$ cat config.mk
export PLATFORM = sky130hd
export DESIGN_NAME = fetch_sequencer
export DESIGN_NICKNAME = d
export VERILOG_FILES = /design/src/rtl/fetch_pkg.sv /design/src/rtl/pc_incrementer.sv /design/src/rtl/fetch_sequencer.sv
export SDC_FILE = /design/constraint.sdc
export NUM_CORES = 1
export LEC_CHECK = 0
export ABC_CLOCK_PERIOD_IN_PS = 2500
export BUFFER_PORTS_ARGS = -buffer_cell sky130_fd_sc_hd__buf_2
export CORE_MARGIN = 3
export CORE_UTILIZATION = 37
export DETAILED_ROUTE_END_ITERATION = 12
export PLACE_DENSITY = 0.82
export SLEW_MARGIN = 10
export SYNTH_ARGS = -nofsm -noshare
export SYNTH_HDL_FRONTEND = slang
export SYNTH_SLANG_ARGS = --single-unit
$ cat constraint.sdc
create_clock -name CLK -period 2.5 [get_ports CLK]
set_input_delay 0.5 -clock CLK [delete_from_list [all_inputs] [get_ports CLK]]
set_output_delay 0.5 -clock CLK [all_outputs]
set_load 0.02 [all_outputs]
$ cat src/rtl/fetch_pkg.sv
// Shared definitions for the instruction fetch sequencer: state encoding,
// next-PC source selection and default parameter values.
package fetch_pkg;

  localparam int          XLEN_DEFAULT         = 32;
  localparam int          INCR_DEFAULT         = 4;
  localparam logic [31:0] RESET_VECTOR_DEFAULT = 32'h0000_0000;

  localparam logic [1:0] BOOT_ENC = 2'd0;
  localparam logic [1:0] REQ_ENC  = 2'd1;
  localparam logic [1:0] HOLD_ENC = 2'd2;
  localparam logic [1:0] DROP_ENC = 2'd3;

  typedef enum logic [1:0] {
    BOOT = BOOT_ENC,
    REQ  = REQ_ENC,
    HOLD = HOLD_ENC,
    DROP = DROP_ENC
  } state_t;

  typedef enum logic [1:0] {
    SEL_RESET  = 2'd0,
    SEL_INCR   = 2'd1,
    SEL_BRANCH = 2'd2,
    SEL_HOLD   = 2'd3
  } pc_sel_t;

endpackage

$ cat src/rtl/pc_incrementer.sv
// Next-PC source mux: reset vector, sequential increment (wrapping modulo
// 2^XLEN) or word-aligned branch target.
module pc_incrementer
  import fetch_pkg::*;
#(
  parameter int               XLEN         = XLEN_DEFAULT,
  parameter int               INCR         = INCR_DEFAULT,
  parameter logic [XLEN-1:0]  RESET_VECTOR = XLEN'(RESET_VECTOR_DEFAULT)
) (
  input  logic [XLEN-1:0] pc_cur,
  input  logic [XLEN-1:0] branch_target,
  input  pc_sel_t         sel,
  output logic [XLEN-1:0] pc_next
);

  logic [XLEN-1:0] pc_incr;
  logic [XLEN-1:0] target_aligned;

  assign pc_incr        = pc_cur + XLEN'(INCR);
  assign target_aligned = branch_target & ~XLEN'(3);

  always_comb begin
    pc_next = pc_cur;
    case (sel)
      SEL_RESET:  pc_next = RESET_VECTOR;
      SEL_INCR:   pc_next = pc_incr;
      SEL_BRANCH: pc_next = target_aligned;
      default:    pc_next = pc_cur;
    endcase
  end

endmodule

$ cat src/rtl/fetch_sequencer.sv
// Fetch sequencer: drives the PC write port, issues req/ack instruction
// fetches and buffers one instruction for decode.
module fetch_sequencer
  import fetch_pkg::*;
#(
  parameter int              XLEN         = XLEN_DEFAULT,
  parameter logic [XLEN-1:0] RESET_VECTOR = XLEN'(RESET_VECTOR_DEFAULT),
  parameter int              INCR         = INCR_DEFAULT
) (
  input  logic            CLK,
  input  logic            RST,
  input  logic [XLEN-1:0] pc_cur,
  output logic [XLEN-1:0] pc_next,
  output logic            W_PC,
  output logic            imem_req,
  output logic [XLEN-1:0] imem_addr,
  input  logic            imem_ack,
  input  logic [XLEN-1:0] imem_data,
  output logic [XLEN-1:0] instr,
  output logic [XLEN-1:0] instr_pc,
  output logic            instr_valid,
  input  logic            stall,
  input  logic            branch_taken,
  input  logic [XLEN-1:0] branch_target
);

  state_t  state;
  state_t  state_nxt;
  pc_sel_t pc_sel;
  logic    capture;
  logic    clear_valid;

  assign imem_addr = pc_cur;

  pc_incrementer #(
    .XLEN         (XLEN),
    .INCR         (INCR),
    .RESET_VECTOR (RESET_VECTOR)
  ) u_pc_incrementer (
    .pc_cur        (pc_cur),
    .branch_target (branch_target),
    .sel           (pc_sel),
    .pc_next       (pc_next)
  );

  always_ff @(posedge CLK or posedge RST) begin
    if (RST) state <= BOOT;
    else     state <= state_nxt;
  end

  // A branch outranks everything outside BOOT; an ack arriving with it is dropped.
  always_comb begin
    state_nxt   = state;
    pc_sel      = SEL_HOLD;
    W_PC        = 1'b0;
    imem_req    = 1'b0;
    capture     = 1'b0;
    clear_valid = !stall;
    case (state)
      BOOT: begin
        W_PC      = 1'b1;
        pc_sel    = SEL_RESET;
        state_nxt = REQ;
      end
      REQ: begin
        imem_req = 1'b1;
        if (branch_taken) begin
          W_PC        = 1'b1;
          pc_sel      = SEL_BRANCH;
          clear_valid = 1'b1;
          state_nxt   = imem_ack ? REQ : DROP;
        end else if (imem_ack) begin
          capture   = 1'b1;
          W_PC      = 1'b1;
          pc_sel    = SEL_INCR;
          state_nxt = stall ? HOLD : REQ;
        end
      end
      HOLD: begin
        if (branch_taken) begin
          W_PC        = 1'b1;
          pc_sel      = SEL_BRANCH;
          clear_valid = 1'b1;
          state_nxt   = REQ;
        end else if (!stall) begin
          state_nxt = REQ;
        end
      end
      DROP: begin
        // The outstanding response is still owed; keep waiting unless it lands now.
        if (branch_taken) begin
          W_PC        = 1'b1;
          pc_sel      = SEL_BRANCH;
          clear_valid = 1'b1;
          state_nxt   = imem_ack ? REQ : DROP;
        end else if (imem_ack) begin
          state_nxt = REQ;
        end
      end
      default: state_nxt = BOOT;
    endcase
    if (RST) begin
      W_PC     = 1'b0;
      pc_sel   = SEL_RESET;
      imem_req = 1'b0;
      capture  = 1'b0;
    end
  end

  always_ff @(posedge CLK or posedge RST) begin
    if (RST) begin
      instr       <= '0;
      instr_pc    <= '0;
      instr_valid <= 1'b0;
    end else if (capture) begin
      instr       <= imem_data;
      instr_pc    <= pc_cur;
      instr_valid <= 1'b1;
    end else if (clear_valid) begin
      instr_valid <= 1'b0;
    end
  end

  a_wpc_source: assert property (@(posedge CLK) disable iff (RST)
    W_PC |-> (state == BOOT || imem_ack || branch_taken));

  a_req_addr_stable: assert property (@(posedge CLK) disable iff (RST)
    (imem_req && !imem_ack && !branch_taken) |=> (imem_req && $stable(imem_addr)));

  a_hold_quiet: assert property (@(posedge CLK) disable iff (RST)
    (state == HOLD) |-> (!imem_req && (!W_PC || branch_taken)));

endmodule
After elaboration in Yosys (flattened, before gate mapping) --
Cells that the tools add are included.
Storage, ports and cells: output and inout port bits 131, flip-flop bits (word level) 67, word-level logic and storage cells 48, input bits 101
Operators by class: multiplexer cells 28, reductions and logical operators 7, equality and inequality tests 8, $add $sub $neg 1
Operators by type and width (count):
- $pmux W32 S3 | 1
- $add A32 B3 Y32 const B | 1
- $mux W2 | 10
- $mux W1 | 14
- $ne A3 B3 Y1 const B | 3
- $pmux W2 S4 | 1
- $eq A2 B2 Y1 const B | 3
- $pmux W2 S3 | 1
- $eq A2 B1 Y1 const B | 2
- $logic_not A2 Y1 | 2
- $pmux W1 S3 | 1
- $reduce_and A3 Y1 | 1
- $reduce_or A3 Y1 | 1
- $reduce_bool A2 Y1 | 1
- $reduce_or A2 Y1 | 1
- $logic_not A1 Y1 | 1

Depth between registers and ports, before layout --
Gate-level depths: netlist of run 1.
depth in word-level cells 6, mapped depth 7, mapped depth without buffers 6

Cells and area by module --
A second synthesis of run 1 with hierarchy kept.
Second synthesis, totals: cell total of the unflattened synthesis 414, area total of the unflattened synthesis 4401.7 um^2
By module, submodules not included:
- fetch_sequencer | sequential area each 1676.6 um^2, area each 3001.6 um^2, times used 1, cells each 191
- pc_incrementer | sequential area each 0.0 um^2, area each 1400.1 um^2, times used 1, cells each 223

Least setup slack after synthesis of run 1 --
Ideal clock, no wire load.
path kind input to output, from input RST, to output imem_req, slack -0.301 ns, required time 2.000 ns, arrival 2.301 ns, cell stages on the path 2, buffers on the path 0, path through inv_1 -> and2_1
Between the ends: longest elaborated chain between the ends 1
Ends and longest elaborated chain:
- start: declaration | RTL line fetch_sequencer.sv:11 | input logic RST,
- $mux W1 | RTL line fetch_sequencer.sv:102 | if (RST) begin
- end: declaration | RTL line fetch_sequencer.sv:15 | output logic imem_req,
No other way between the ends.

Worst setup path in the final report of run 1 --
from input pc_cur[3], to output pc_next[24]
Between the ends: longest elaborated chain between the ends 2
Ends and longest elaborated chain:
- start: declaration | RTL line fetch_sequencer.sv:12 | input logic [XLEN-1:0] pc_cur,
- $add A32 B3 Y32 | RTL line pc_incrementer.sv:19 | assign pc_incr = pc_cur + XLEN'(INCR);
- $pmux W32 S3 | RTL line pc_incrementer.sv:24 | case (sel)
- end: declaration | RTL line fetch_sequencer.sv:13 | output logic [XLEN-1:0] pc_next,
No other way between the ends.

==> results of run 1 <==
-- path summary, 6_finish.rpt --
kind,start,endpoint,slack [ps]
max,pc_cur[3],pc_next[24],20
min,imem_data[28],instr[28],340
max reg2reg,state[0],instr_pc[31],960
min reg2reg,instr_pc[21],instr_pc[21],470
max in group asynchronous,RST,instr_pc[24],1360
min in group asynchronous,RST,instr_pc[7],600
-- registers in the layout (all words and copies together) (netlist names) --
| name | cells |
|---|---|
| instr | 32 |
| instr_pc | 32 |
| state | 2 |
| instr_valid | 1 |
-- cell usage in the layout (no fill, tap or decap), types with 3 or more instances in the layout --
| cell | Yosys | routed |
|---|---|---|
| sky130_fd_sc_hd__a21oi_1 | 10 | 10 |
| sky130_fd_sc_hd__a221o_1 | 5 | 5 |
| sky130_fd_sc_hd__a22oi_1 | 7 | 7 |
| sky130_fd_sc_hd__a31oi_1 | 3 | 3 |
| sky130_fd_sc_hd__and2_1 | 3 | 3 |
| sky130_fd_sc_hd__and3_1 | 5 | 5 |
| sky130_fd_sc_hd__buf_2 | 1 | 210 |
| sky130_fd_sc_hd__buf_4 | 35 | 82 |
| sky130_fd_sc_hd__buf_6 | 1 | 13 |
| sky130_fd_sc_hd__buf_8 | 0 | 3 |
| sky130_fd_sc_hd__clkbuf_8 | 0 | 9 |
| sky130_fd_sc_hd__clkinvlp_4 | 0 | 3 |
| sky130_fd_sc_hd__dfrtp_1 | 67 | 67 |
| sky130_fd_sc_hd__inv_1 | 9 | 8 |
| sky130_fd_sc_hd__nand2_1 | 214 | 210 |
| sky130_fd_sc_hd__nand2_2 | 0 | 4 |
| sky130_fd_sc_hd__nand3_1 | 14 | 8 |
| sky130_fd_sc_hd__nand3_2 | 1 | 4 |
| sky130_fd_sc_hd__nand3_4 | 0 | 3 |
| sky130_fd_sc_hd__nand4_1 | 10 | 10 |
| sky130_fd_sc_hd__nand4b_1 | 3 | 3 |
| sky130_fd_sc_hd__nor2_1 | 21 | 19 |
| sky130_fd_sc_hd__nor3_2 | 0 | 4 |
| sky130_fd_sc_hd__nor4_4 | 1 | 3 |
| sky130_fd_sc_hd__o211ai_1 | 5 | 5 |
| sky130_fd_sc_hd__o21ai_0 | 34 | 24 |
| sky130_fd_sc_hd__o21ai_1 | 0 | 10 |
| sky130_fd_sc_hd__o311ai_2 | 0 | 3 |
| sky130_fd_sc_hd__xor2_1 | 5 | 5 |
-- worst max-delay path: stages --
cell	delay (ps)
sky130_fd_sc_hd__buf_8	80
sky130_fd_sc_hd__ha_4	140
sky130_fd_sc_hd__nand3_4	100
sky130_fd_sc_hd__buf_6	140
sky130_fd_sc_hd__nor4_4	280
sky130_fd_sc_hd__buf_4	180
sky130_fd_sc_hd__nand4_1	110
sky130_fd_sc_hd__o311ai_2	240
sky130_fd_sc_hd__buf_4	190
-- layer usage --
metal  part of all wire [%]  global-route usage (%)
met5                      0                       0
met4                    1.3                    5.98
met3                    8.4                    6.17
met2                     50                    37.8
met1                     40                    29.1
-- power by group through the flow --
stage / clock network (mW) / logic (mW) / registers [mW]
2_1_floorplan: 0 / 0.494 / 1.79
3_3_place_gp: 0 / 1.37 / 1.47
3_5_place_dp: 0 / 1.40 / 1.47
4_1_cts: 0.961 / 1.42 / 1.46
5_1_grt: 1.01 / 1.59 / 1.49
6_report: 0.937 / 1.45 / 1.46
-- layout make-up --
cell class	instances	area share, %
Timing Repair Buffer	310	30.8
Multi-Input combinational cell	388	35.3
Tap cell	136	2.77
Inverter	9	0.610
Clock inverter	7	1.24
Clock buffer	9	2.01
Sequential cell	67	27.2
-- repair_timing --
action / CTS / global route
setup endpoints to repair: 26 / 30
pin swaps: 8 / 15
buffers inserted: 4 / 9
hold buffers: 0 / 0
resized for setup: 28 / 62
-- kinds of logic (layout without fill, tap and decap cells) --
logic type,count (synthesis),count (layout),synth area share (%)
buffers and inverters,68,335,10.1
adder cells (fa/ha/maj),1,1,0.312
multiplexers,3,3,0.779
XOR/XNOR,6,6,1.31
AO/OA/AOI/OAI,83,83,13.5
flip-flops,67,67,41.8
AND/OR/NAND/NOR,295,295,32.3
-- stage by stage --
step                setup TNS, ps  setup slack [ps]  instances
finish                          0              23.1        926
global route                 -798              -121        926
CTS                             0              2.15        918
detailed placement           -993              -327        899
global placement             -645              -201        899
floorplan                  -0.492            -0.492        523
==> impl_metrics.toml, run 1 <==
[power_and_ir_drop]
power_total_mw = 3.84
share_seq_of_total_power_pct = 37.9
ir_worst_vdd_uv = 356
total_leakage_power_nw = 3.36
switchingPower_mw = 1.51
power.combinational.fraction_pct = 37.7
clock_power_share_pct = 24.4
cellInternalPower_mw = 2.33
netSwitchingFraction_pct = 39.4
power_density_mw_per_mm2 = 625

[cts]
tritoncts.num_buffers = 9
htree_levels = 3
clkSinkCount = 67
cts.reportedPaths.clkPinSlew_ps = 80
cts_buffer_depth = 2
clockRootBuffer = "sky130_fd_sc_hd__clkbuf_8"
tritoncts = "yes"
clock_latency_ps = 340

[worst_hold_path]
whs_path_depth = 3
hold_path_class = "input pin to register"

[layout]
syn2layout_area_growth_pct = 53.3
ff_latch_area_mm2 = 0.00168
final_core_utilization_pct = 59.1
final_area_mm2 = 0.00615
count_of_antenna_diodes_in_the_layout = 0
multi_input_area_mm2 = 0.00217
num-nets-final = 887
num-fill-cells = 967
layout-drive-gt1-share_pct = 46.7

[die]
floorplan.die_area_mm2 = 0.0121
boundary_pin_count = 232
start_util_pct = 38.5
fp-row-count = 37
core_mm2 = 0.0104
die_x_um = 110
dieHeight_um = 110

[critical_path]
cp.arrival_ps = 1980
setup.worst_path.end_class = "primary output"
worstPathRequired_ps = 2000
timing.critical_path.fanout_max = 3
startpoint_type = "input pin"
rr_worst_depth = 6
worst-setup-path-type = "input pin to primary output"

[yosys]
netlist_top_cells_area = "sky130_fd_sc_hd__dfrtp_1, sky130_fd_sc_hd__nand2_1, sky130_fd_sc_hd__buf_4"
synth_top_cells_by_count = "sky130_fd_sc_hd__nand2_1, sky130_fd_sc_hd__dfrtp_1, sky130_fd_sc_hd__buf_4"
synthesis.nets = 625
yosysTopAreaCell = "sky130_fd_sc_hd__dfrtp_1"
synth_area_mm2 = 0.00401
synth-seq-area-share_pct = 41.8
yosysUniqueCellTypes = 51
ys_ff_latch = 67
postSynthAreaPerCell_um2 = 7.67
synth_most_common_cell = "sky130_fd_sc_hd__nand2_1"
dominantRegCellSynth = "sky130_fd_sc_hd__dfrtp_1"
yosysTopAreaCellShare_pct = 41.8
synth_enable_flop_cells = 0
synth-async-reset-ratio_pct = 100
yosysWarnings = 0
syn-instance-count = 523

[placement]
dpl.hpwl_mm = 10.9
port-buffer-count = 229
gp_routability_congestion = 0.826
dpl_cell_area_mm2 = 0.00556

[routing]
post_route_drc = 0
routed_via_density = 5.01
drtIter0Drc = 338
drt_pass1_iterations = 5
routedWlPerCell_um = 15.3
detail-route-antenna-nets = 0
via_count = 4641
drt-total-wl_mm = 14.2

[sta]
final-max-slew-violation-count = 0
count_of_endpoints_failing_setup_in_the_final_report = 0
fin_crit_sh_pct = 99.1
worst_slew_pin_slew_ps = 858
clock_skew_ps = 9.58
timing.fmax_ghz = 0.404
setup_repair_after_global_routing_missed_its_margin = "yes"
final_hold_viol_count = 0
final.min_clock_period_ps = 2480
worst_slew_margin_relative_to_its_limit_pct = 42.8
holdWs_ps = 344

[grt]
grtUsageTotal_pct = 22.7
grt_antenna_before_repair = 0
grt_overflow_total = 0
number_of_global_route_vias_before_repair = 4330
grt_max_degree = 68
global_route_wire_length_before_repair_mm = 21.6

[flow_run]
drv_cap = 0

[run_status]
run_status = "complete, no violations"
Note: power is estimated with default switching activity, not from simulation.
==> run 2, diff against run 1 <==
--- a/config.mk
+++ b/config.mk
@@ -11,6 +11,7 @@
 export CORE_UTILIZATION = 37
 export DETAILED_ROUTE_END_ITERATION = 12
 export PLACE_DENSITY = 0.82
+export REMOVE_ABC_BUFFERS = 1
 export SLEW_MARGIN = 10
 export SYNTH_ARGS = -nofsm -noshare
 export SYNTH_HDL_FRONTEND = slang
==> impl_metrics.toml, run 2 (same netlist as run 1, synthesis figures left out) <==
[placement]
gp_routability_congestion = 0.843
dpl.hpwl_mm = 10.2
dpl_cell_area_mm2 = 0.00544
port-buffer-count = 229
dp_worst_setup_slack_ps = -302

[die]
fp-row-count = 37
die_x_um = 110
boundary_pin_count = 232
start_util_pct = 38.5
floorplan.die_area_mm2 = 0.0121
dieHeight_um = 110
core_mm2 = 0.0104

[layout]
syn2layout_area_growth_pct = 59.6
final_cell_mix = "sky130_fd_sc_hd__nand2_1, sky130_fd_sc_hd__buf_2, sky130_fd_sc_hd__buf_4, sky130_fd_sc_hd__dfrtp_1, sky130_fd_sc_hd__o21ai_0"
largest_registers = "instr (32), instr_pc (32), state (2)"
layout-drive-gt1-share_pct = 46.9
most_common_library_cell_in_the_layout_ignoring_fill_and_taps = "sky130_fd_sc_hd__nand2_1"
final_area_mm2 = 0.00641
count_of_antenna_diodes_in_the_layout = 0
num-nets-final = 886

[run_status]
violations_in_the_final_reports = "setup timing"
run_status = "finished with violations"

[sta]
count_of_endpoints_failing_setup_in_the_final_report = 1
final_hold_viol_count = 0
worst_slew_pin_slew_ps = 869
setup_repair_after_global_routing_missed_its_margin = "yes"
holdWs_ps = 346
timing.fmax_ghz = 0.397
final.setup.worst_slack_ps = -21.0
final-max-slew-violation-count = 0
clock_skew_ps = 6.69
timing.setup.tns_ps = -21.0
fin_crit_sh_pct = 101
worst_slew_margin_relative_to_its_limit_pct = 42.0
final.min_clock_period_ps = 2520

[critical_path]
worst-setup-path-type = "input pin to primary output"
crit_buf_inv = 3
worst-r2r-setup-slack_ps = 860
timing.critical_path.fanout_max = 3
setup.worst_path.end_class = "primary output"
slowest_stage = "sky130_fd_sc_hd__nor4_4"
worstPathRequired_ps = 2000
timing.critical_path.max_delay_family = "simple AND/OR/NAND/NOR gates"
cp.arrival_ps = 2020
startpoint_type = "input pin"
timing.critical_path.slowest_cell_delay_ps = 260
crit_chain = "buf_8, ha_4, nand3_4, nor4_4, buf_4, and4_1, a2bb2oi_1, o311ai_1, buf_2"

[cts]
cts.reportedPaths.clkPinSlew_ps = 80
clockRootBuffer = "sky130_fd_sc_hd__clkbuf_8"
tritoncts.num_buffers = 9
tritoncts = "yes"
htree_levels = 3
clkSinkCount = 67
clock_latency_ps = 340
cts_buffer_depth = 2

[grt]
grtUsageTotal_pct = 23.5
grt_overflow_total = 0
global_route_wire_length_before_repair_mm = 22.3
number_of_global_route_vias_before_repair = 4397
grt_antenna_before_repair = 2
grt_max_degree = 68

[flow_run]
drv_cap = 0

[routing]
drt_pass1_iterations = 7
routedWlPerCell_um = 16.7
drt-total-wl_mm = 15.5
routed_via_density = 5.16
via_count = 4773
drtIter0Drc = 361
detail-route-antenna-nets = 0
post_route_drc = 0

[power_and_ir_drop]
power_density_mw_per_mm2 = 620
ir_worst_vdd_uv = 387
switchingPower_mw = 1.51
clock_power_share_pct = 25.3
netSwitchingFraction_pct = 38.1
share_seq_of_total_power_pct = 36.8
total_leakage_power_nw = 3.49
cellInternalPower_mw = 2.46
power.combinational.fraction_pct = 37.8

[worst_hold_path]
hold_path_class = "input pin to register"
[run 2: final timing paths]
| kind | startpoint | to | cells past startpoint |
|---|---|---|---|
| setup / recovery | pc_cur[3] | pc_next[24] | 9 |
| hold / removal | imem_data[30] | instr[30] | 3 |
| setup reg to reg | state[0] | instr_pc[10] | 8 |
| hold reg to reg | instr_pc[0] | instr_pc[0] | 2 |
| max in group asynchronous | RST | state[1] | 3 |
| min in group asynchronous | RST | instr_pc[25] | 3 |
[run 2: metal layers]
layer / vias to the layer above / track usage (%) / routed length (um)
met2: 216 / 38.9 / 7570
met5: - / 0 / 27
met4: 4 / 6.24 / 260
li1: 2267 / - / -
met1: 2262 / 30.1 / 6260
met3: 24 / 6.64 / 1340
[run 2: layout make-up]
cell class / instances / area [um2]
flip-flops and latches: 67 / 1680
clock buffers: 10 / 128
well taps: 136 / 170
fillers: 946 / 4010
inverters: 9 / 33.8
clock inverters: 6 / 90.1
repair buffers: 308 / 2080
multi-input cells: 389 / 2220
[run 2: worst reg2reg max path, stage by stage, from the launching register on]
cell and delay, ps:
sky130_fd_sc_hd__dfrtp_1 410, sky130_fd_sc_hd__nor2b_4 190, sky130_fd_sc_hd__buf_6 110, sky130_fd_sc_hd__buf_4 120
sky130_fd_sc_hd__nand3_2 130, sky130_fd_sc_hd__buf_4 180, sky130_fd_sc_hd__bufbuf_16 280, sky130_fd_sc_hd__nand2_1 70
sky130_fd_sc_hd__nand2_1 50
[run 2: timing repair]
action / 4_1_cts / 5_1_grt
hold endpoints to repair: 0 / 0
pin swaps: 5 / 19
gates cloned: 3 / 6
setup endpoints to repair: 21 / 26
gates resized for setup: 23 / 89
hold buffers: 0 / 0
buffers inserted: 2 / 16
[run 2: power groups by stage]
stage / combinational, mW / sequential [mW] / clock, mW
after global routing: 1.63 / 1.50 / 1.09
after detailed placement: 1.38 / 1.47 / 0
after global placement: 1.35 / 1.47 / 0
final: 1.50 / 1.46 / 1.01
after CTS: 1.41 / 1.46 / 1.04
after floorplan: 0.400 / 1.79 / 0
[run 2: through the flow]
step	power (mW)	instances	utilization [%]
after floorplan	2.19	464	-
after global placement	2.82	882	52.2
after detailed placement	2.85	882	52.2
after CTS	3.91	903	56.1
after global routing	4.22	925	61.5
final	3.97	925	61.5
==> run 3, diff against run 2 <==
--- a/config.mk
+++ b/config.mk
@@ -7,9 +7,12 @@
 export LEC_CHECK = 0
 export ABC_CLOCK_PERIOD_IN_PS = 2500
 export BUFFER_PORTS_ARGS = -buffer_cell sky130_fd_sc_hd__buf_2
+export CAP_MARGIN = 40
 export CORE_MARGIN = 3
 export CORE_UTILIZATION = 37
+export CTS_CLUSTER_DIAMETER = 100
 export DETAILED_ROUTE_END_ITERATION = 12
+export MAX_ROUTING_LAYER = met4
 export PLACE_DENSITY = 0.82
 export REMOVE_ABC_BUFFERS = 1
 export SLEW_MARGIN = 10
==> impl_metrics.toml, run 3 (same netlist as run 1, synthesis figures left out) <==
[run_status]
run_status = "complete, no violations"

[power_and_ir_drop]
cellInternalPower_mw = 2.34
switchingPower_mw = 1.51
clock_power_share_pct = 23.6
ir_worst_vdd_uv = 368
power_density_mw_per_mm2 = 622
power_total_mw = 3.84
total_leakage_power_nw = 3.36
power.combinational.fraction_pct = 38.4
netSwitchingFraction_pct = 39.2
share_seq_of_total_power_pct = 38.1

[cts]
clockRootBuffer = "sky130_fd_sc_hd__clkbuf_8"
tritoncts = "yes"
cts.reportedPaths.clkPinSlew_ps = 80
cts_buffer_depth = 2
htree_levels = 3
ctsHoldBuffers = 0
clkSinkCount = 67
clock_latency_ps = 340
tritoncts.num_buffers = 9

[critical_path]
rr_startpoint = "state[1]"
worst_r2r_endpoint = "instr_pc[19]"
startpoint_type = "input pin"
cp.arrival_ps = 1990
setup.worst_path.end_class = "primary output"
timing.critical_path.fanout_max = 8
worst-r2r-setup-slack_ps = 770
worstPathRequired_ps = 2000
rr_worst_depth = 9
worst-setup-path-type = "input pin to primary output"

[die]
start_util_pct = 38.5
dieHeight_um = 110
core_mm2 = 0.0104
die_x_um = 110
floorplan.die_area_mm2 = 0.0121
boundary_pin_count = 232
fp-row-count = 37

[sta]
timing.fmax_ghz = 0.402
final.setup.worst_slack_ps = 10.5
final_hold_viol_count = 0
setup_repair_after_global_routing_missed_its_margin = "yes"
final-max-slew-violation-count = 0
clock_skew_ps = 4.86
count_of_endpoints_failing_setup_in_the_final_report = 0
worst_slew_pin_slew_ps = 467
fin_crit_sh_pct = 99.6
holdWs_ps = 325
worst_slew_margin_relative_to_its_limit_pct = 68.9
final.min_clock_period_ps = 2490

[routing]
via_count = 4705
routed_via_density = 5.12
detail-route-antenna-nets = 0
drtIter0Drc = 341
drt-total-wl_mm = 15.0
drt_pass1_iterations = 5
routedWlPerCell_um = 16.3
post_route_drc = 0

[layout]
largest_registers = "instr (32), instr_pc (32), state (2)"
final_cell_mix = "sky130_fd_sc_hd__nand2_1, sky130_fd_sc_hd__buf_2, sky130_fd_sc_hd__buf_4, sky130_fd_sc_hd__dfrtp_1, sky130_fd_sc_hd__o21ai_0"
syn2layout_area_growth_pct = 54.0
multi_input_area_mm2 = 0.00216
layout-drive-gt1-share_pct = 45.3
num-fill-cells = 968
ff_latch_area_mm2 = 0.00168
most_common_library_cell_in_the_layout_ignoring_fill_and_taps = "sky130_fd_sc_hd__nand2_1"
final_core_utilization_pct = 59.3
num-nets-final = 878

[grt]
groute.layer.met3.usage_pct = 6.17
grt_max_degree = 35
number_of_global_route_vias_before_repair = 4431
grt_most_used_layer = "met2"
grt_overflow_total = 0
grt_antenna_before_repair = 2
grt.met1_usage_pct = 30.7
grtUsageTotal_pct = 24.5
global_route_wire_length_before_repair_mm = 22.5
grt_use_met2_pct = 39.5

[placement]
dp_worst_setup_slack_ps = -285
dpl.hpwl_mm = 10.4
gp_routability_congestion = 0.856
port-buffer-count = 229

[worst_hold_path]
hold_path_class = "input pin to asynchronous set/reset pin"

[flow_run]
drv_cap = 0
==> run 3: routing by layer <==
| layer | routed length, um | share of wire [%] |
|---|---|---|
| met4 | 314 | 2.1 |
| met1 | 6240 | 42 |
| met2 | 7240 | 48 |
| met3 | 1220 | 8.2 |
| met5 | 0 | 0 |
==> run 3: timing repair <==
action | CTS | global route
gates cloned | 3 | 1
buffers inserted | 7 | 7
endpoints found under the setup margin | 22 | 24
pin swaps | 5 | 8
gates resized for setup | 25 | 60
hold endpoints to repair | 0 | 0
==> run 3: stage by stage <==
step	setup TNS [ps]	instances	cell area (um2)
3_5_place_dp	-1350	883	5460
4_1_cts	0	909	5880
2_1_floorplan	-68900	464	3640
6_report	0	919	6180
3_3_place_gp	-1100	882	5440
5_1_grt	-351	919	6180
==> run 3: how the worst max path moves through the flow <==
stage	startpoint	end	slack, ps	cells past startpoint
2_1_floorplan	branch_taken	pc_next[24]	-1920	3
3_3_place_gp	pc_cur[2]	pc_next[30]	-220	8
3_5_place_dp	pc_cur[2]	pc_next[22]	-290	8
4_1_cts	pc_cur[2]	pc_next[26]	8	9
5_1_grt	RST	pc_next[16]	-70	9
6_report	RST	pc_next[28]	10	10
==> run 3: power by group through the flow <==
stage	Clock, mW	Sequential (mW)	Combinational, mW
detailed placement	0	1.47	1.38
finish	0.906	1.46	1.47
global route	0.998	1.50	1.60
CTS	0.936	1.46	1.42
floorplan	0	1.79	0.400
global placement	0	1.47	1.35
==> run 3: layout make-up <==
cell class | count | area share (%)
Inverter | 9 | 0.547
Antenna cell | 2 | 0.0810
Sequential cell | 67 | 27.1
Clock buffer | 10 | 2.06
Tap cell | 136 | 2.75
Clock inverter | 6 | 1.07
Multi-Input combinational cell | 388 | 34.9
Timing Repair Buffer | 301 | 31.4
==> run 3: worst max-delay path, stage by stage <==
cell,delay [ps]
sky130_fd_sc_hd__buf_2,150
sky130_fd_sc_hd__nor2_1,200
sky130_fd_sc_hd__buf_4,190
sky130_fd_sc_hd__nand3_4,160
sky130_fd_sc_hd__buf_6,180
sky130_fd_sc_hd__buf_12,130
sky130_fd_sc_hd__a31oi_4,130
sky130_fd_sc_hd__o21ai_1,80
sky130_fd_sc_hd__o211ai_1,90
sky130_fd_sc_hd__buf_4,170
